`src/rtl/mac_pkg.sv`:
```
// mac_pkg: shared defaults and saturation-limit helpers for mac_round_sat
package mac_pkg;
    localparam int DEF_PW    = 58;
    localparam int DEF_OW    = 24;
    localparam int DEF_SHIFT = 24;
    localparam int DEF_DEPTH = 4;

    function automatic logic signed [63:0] sat_max(input int ow);
        return (64'sd1 <<< (ow - 1)) - 64'sd1;
    endfunction

    function automatic logic signed [63:0] sat_min(input int ow);
        return -(64'sd1 <<< (ow - 1));
    endfunction
endpackage

```
`src/rtl/sync_fifo_fwft.sv`:
```
// sync_fifo_fwft: first-word fall-through FIFO, write while full only succeeds with a same-edge read
// ports: clk, rst (sync high), wr_en/wr_data, rd_en/rd_data (head), full, empty
module sync_fifo_fwft #(
    parameter int WIDTH = 24,
    parameter int DEPTH = 4
) (
    input  logic             clk,
    input  logic             rst,
    input  logic             wr_en,
    input  logic [WIDTH-1:0] wr_data,
    input  logic             rd_en,
    output logic [WIDTH-1:0] rd_data,
    output logic             full,
    output logic             empty
);
    localparam int AW = $clog2(DEPTH);
    logic [WIDTH-1:0] mem [DEPTH];
    logic [AW-1:0] wp, rp;
    logic [AW:0] cnt;
    logic do_rd, do_wr;
    assign full    = cnt == (AW+1)'(DEPTH);
    assign empty   = cnt == '0;
    assign do_rd   = rd_en && !empty;
    assign do_wr   = wr_en && (!full || do_rd);
    assign rd_data = mem[rp];
    always_ff @(posedge clk) begin
        if (rst) begin
            wp  <= '0;
            rp  <= '0;
            cnt <= '0;
        end else begin
            wp  <= do_wr ? wp + AW'(1) : wp;
            rp  <= do_rd ? rp + AW'(1) : rp;
            cnt <= cnt + (AW+1)'(do_wr) - (AW+1)'(do_rd);
        end
    end
    always_ff @(posedge clk)
        if (do_wr) mem[wp] <= wr_data;
endmodule

```
`src/rtl/mac_round_sat.sv`:
```
// mac_round_sat: round-shift, saturate and buffer multiply-add results
// ports: clk, rst (sync high), in_valid/in_data (no backpressure),
//        out_valid/out_ready/out_data (FWFT stream), sat_cnt, drop_cnt, overflow (sticky)
module mac_round_sat
    import mac_pkg::*;
#(
    parameter int PW    = DEF_PW,
    parameter int OW    = DEF_OW,
    parameter int SHIFT = DEF_SHIFT,
    parameter int DEPTH = DEF_DEPTH
) (
    input  logic                 clk,
    input  logic                 rst,
    input  logic                 in_valid,
    input  logic signed [PW-1:0] in_data,
    output logic                 out_valid,
    input  logic                 out_ready,
    output logic signed [OW-1:0] out_data,
    output logic [15:0]          sat_cnt,
    output logic [15:0]          drop_cnt,
    output logic                 overflow
);
    localparam logic signed [PW:0] HALF  = (PW+1)'(64'sd1 <<< (SHIFT - 1));
    localparam logic signed [PW:0] MAX_R = (PW+1)'(sat_max(OW));
    localparam logic signed [PW:0] MIN_R = (PW+1)'(sat_min(OW));
    logic signed [PW:0] ext, s1_data;
    logic s1_valid, hi, lo, full, empty, drop;
    logic [OW-1:0] sat_data, rd_data;
    // one guard bit so adding the rounding half can never wrap
    assign ext      = {in_data[PW-1], in_data};
    assign hi       = s1_data > MAX_R;
    assign lo       = s1_data < MIN_R;
    assign sat_data = hi ? MAX_R[OW-1:0] : lo ? MIN_R[OW-1:0] : s1_data[OW-1:0];
    // a full FIFO only frees a slot when the head is taken on the same edge
    assign drop      = s1_valid && full && !out_ready;
    assign out_valid = !empty;
    assign out_data  = rd_data;
    always_ff @(posedge clk) begin
        s1_data <= (ext + HALF) >>> SHIFT;
        if (rst) begin
            s1_valid <= 1'b0;
            sat_cnt  <= '0;
            drop_cnt <= '0;
            overflow <= 1'b0;
        end else begin
            s1_valid <= in_valid;
            sat_cnt  <= sat_cnt + 16'(s1_valid && (hi || lo) && sat_cnt != 16'hFFFF);
            drop_cnt <= drop_cnt + 16'(drop && drop_cnt != 16'hFFFF);
            overflow <= overflow || drop;
        end
    end
    sync_fifo_fwft #(.WIDTH(OW), .DEPTH(DEPTH)) u_fifo (
        .clk    (clk),
        .rst    (rst),
        .wr_en  (s1_valid),
        .wr_data(sat_data),
        .rd_en  (out_ready),
        .rd_data(rd_data),
        .full   (full),
        .empty  (empty)
    );
endmodule

```
`config.mk`:
```
export PLATFORM = sky130hd
export DESIGN_NAME = mac_round_sat
export DESIGN_NICKNAME = d
export VERILOG_FILES = /design/src/rtl/mac_pkg.sv /design/src/rtl/sync_fifo_fwft.sv /design/src/rtl/mac_round_sat.sv
export SDC_FILE = /design/constraint.sdc
export NUM_CORES = 1
export LEC_CHECK = 0
export CAP_MARGIN = 40
export CORE_ASPECT_RATIO = 0.5
export CORE_UTILIZATION = 45
export DETAILED_ROUTE_END_ITERATION = 7
export PLACE_DENSITY = 0.75
export SKIP_CTS_REPAIR_TIMING = 1
export SLEW_MARGIN = 20
export SYNTH_ARGS = -nofsm -noshare
export SYNTH_HDL_FRONTEND = slang
export SYNTH_SLANG_ARGS = --single-unit
```
`constraint.sdc`:
```
create_clock -name clk -period 5.55 [get_ports clk]
set_input_delay 0.555 -clock clk [delete_from_list [all_inputs] [get_ports clk]]
set_output_delay 0.555 -clock clk [all_outputs]
set_load 0.1 [all_outputs]
```
==> metrics <==
pwr dens 401.6 nW/µm²; WL met1 6194 µm; non-filler cells, final 880; total CTS buffers 17; sequential area share after synthesis 63.66%; P_int 2.565 mW; total track usage 19.12%; number of global-route vias before repair 4727; worst hold path class flip-flop to flip-flop; crit path DAT 2.49 ns; met3 WL 702 µm; Worst-Margin Slew 0.7150 ns; CORE AREA 14820 µm²; vias per std cell 5.225; Final setup viols 0; DRC Markers 0; CTS tree yes; post-synth cell types 38; Crit. End Element primary output; Sink Count 174; largest net degree at the start of global routing 43; Routed Wire Length 14450 µm; Ys Warns 0; period utilization 54.91%; die height 90.08 µm; Net Count, Synth 579; Port-buffer cells 96; clock network fraction of total power 30.5%; Clock Path Buffers 2; Synth Flop Type edfxtp_1; Max-slew headroom 51.97%; Final nets 744; Top Layer Used met4; total iterations of the first detailed-routing run 4; startpoint types flip-flop; Tmin final 3.047 ns; Die X 178.2 µm; top fanout value on the critical path 24; Worst Setup Path Type flip-flop to primary output; initial detailed-routing violation count 246; most frequent cells in the layout clkdlybuf4s50_1, edfxtp_1, dfxtp_1, buf_8, xnor2_1; sequential share of power 37.1%; grt total ovfl 0; dpl cells 847; Detail Route Antenna Nets 0; Final Hold Viols 0; syn avg cell area 13.85 µm²; Place WS 2.371 ns; Antenna Cells 0; antenna violations before repair 0; setup TNS 0 ns; post-layout util 65.66%; Pins Over Slew Limit 0; RSZ-0062 raised after global routing false; Worst-path clk slew 0.07 ns; FFs w/ async S/R, synth 0%; Avg WL per Cell 16.43 µm; switch share 34.35%; EDFF count, synth 96; total die area 16050 µm²; leak pwr 3.380 nW; Fmax 328.2 MHz; area grow syn2layout 39.35%; I/O pin cnt 120; Required @ worst endpoint 4.99 ns; fill count 1043; Core Rows 31; Worst Clk Skew 0.008720 ns; Worst-Skew Late Latency 0.43 ns; WL met2 7359 µm; VDD IR max 232.5 µV; share of cells above drive strength 1 19.21%; Final Wtd Congestion 0.7525; Gate power share 32.4%; Post-Syn Instances 504; FF+latch count, synth 174; H-tree Lvls 4; mapped cell area 6982 µm²; Starting Density 47.12%; DP HPWL 9425 µm; Vias 4598; post-route setup slack 2.503 ns; root buffer cell clkbuf_16; outcome finished, final reports clean; first-pass GRT wire length 23420 µm; max cap viols 0; switching power total 1.342 mW
-- logic make-up (layout without fill, tap and decap cells) --
kind of cell    after synthesis  in the layout  share of synthesized area (%)
compound gates               34             34                          3.512
xor+xnor                     64             64                          8.029
fa+ha+maj                    13             13                          2.437
buf+inv                      31            209                          1.864
flops                       174            174                          63.66
mux                          25             25                          7.885
simple gates                163            163                          12.62
-- synth_stat cells, types with 10 or more instances --
library cell	count	area share [%]
clkbuf_1	11	0.59
ha_1	12	2.2
xor2_1	14	1.8
dfxtp_1	78	22
inv_1	13	0.70
nand4_1	31	2.8
edfxtp_1	96	41
xnor2_1	50	6.3
nor2_1	42	2.3
nand3_1	21	1.5
nor3_1	10	0.72
o21a_1	24	2.6
mux4_2	24	7.7
nand2_1	16	0.86
-- worst paths after layout --
path | from | end | slack (ns) | cells past startpoint
hold reg to reg | overflow | overflow | 0.49 | 2
setup reg to reg | u_fifo.cnt[1] | drop_cnt[15] | 2.95 | 8
hold / removal | overflow | overflow | 0.49 | 2
setup / recovery | flip-flop | out_data[5] | 2.50 | 4
-- layer usage --
layer | vias to the layer above | track usage, %
met5 | - | 0
met4 | 0 | 6.838
met3 | 17 | 4.399
met2 | 116 | 32.72
met1 | 2267 | 23.63
li1 | 2198 | -
-- cell type report --
class / count / area (µm²) / share of cell area (%)
Clock inverter: 15 / 172.7 / 1.775
Clock buffer: 17 / 425.4 / 4.372
Timing Repair Buffer: 164 / 1963 / 20.18
Multi-Input combinational cell: 299 / 2427 / 24.95
Tap cell: 198 / 247.7 / 2.546
Inverter: 13 / 48.80 / 0.5015
Sequential cell: 174 / 4444 / 45.68
-- stage by stage --
stage | area (µm²) | hold WS (ns) | power [mW]
floorplan | 6982 | 0.4847 | 2.284
global placement | 8197 | 0.4529 | 2.507
detailed placement | 9117 | 0.4718 | 2.756
CTS | 9716 | 0.4891 | 3.937
global route | 9729 | 0.5435 | 4.038
finish | 9729 | 0.4866 | 3.908
-- power groups by stage --
stage	Clock [mW]	Combinational (mW)	Sequential (mW)
final	1.19	1.26	1.45
after global routing	1.26	1.32	1.46
after CTS	1.21	1.28	1.45
after detailed placement	0	1.28	1.48
after global placement	0	1.03	1.48
after floorplan	0	0.800	1.48
-- sequential cells by signal, summed over array words and instances, names as in the netlist, named ones only --
name and count:
s1_valid 1, u_fifo.mem 96, u_fifo.rp 2, overflow 1, u_fifo.cnt 3, sat_cnt 16, drop_cnt 16, u_fifo.wp 2
s1_data 35
-- worst max-delay path, stage by stage (launching register included) --
cell and delay (ns):
dfxtp_1 0.31, buf_4 0.43, mux4_2 0.57, clkdlybuf4s50_1 0.54
buf_16 0.22
Power figures use the tool's default switching activity.
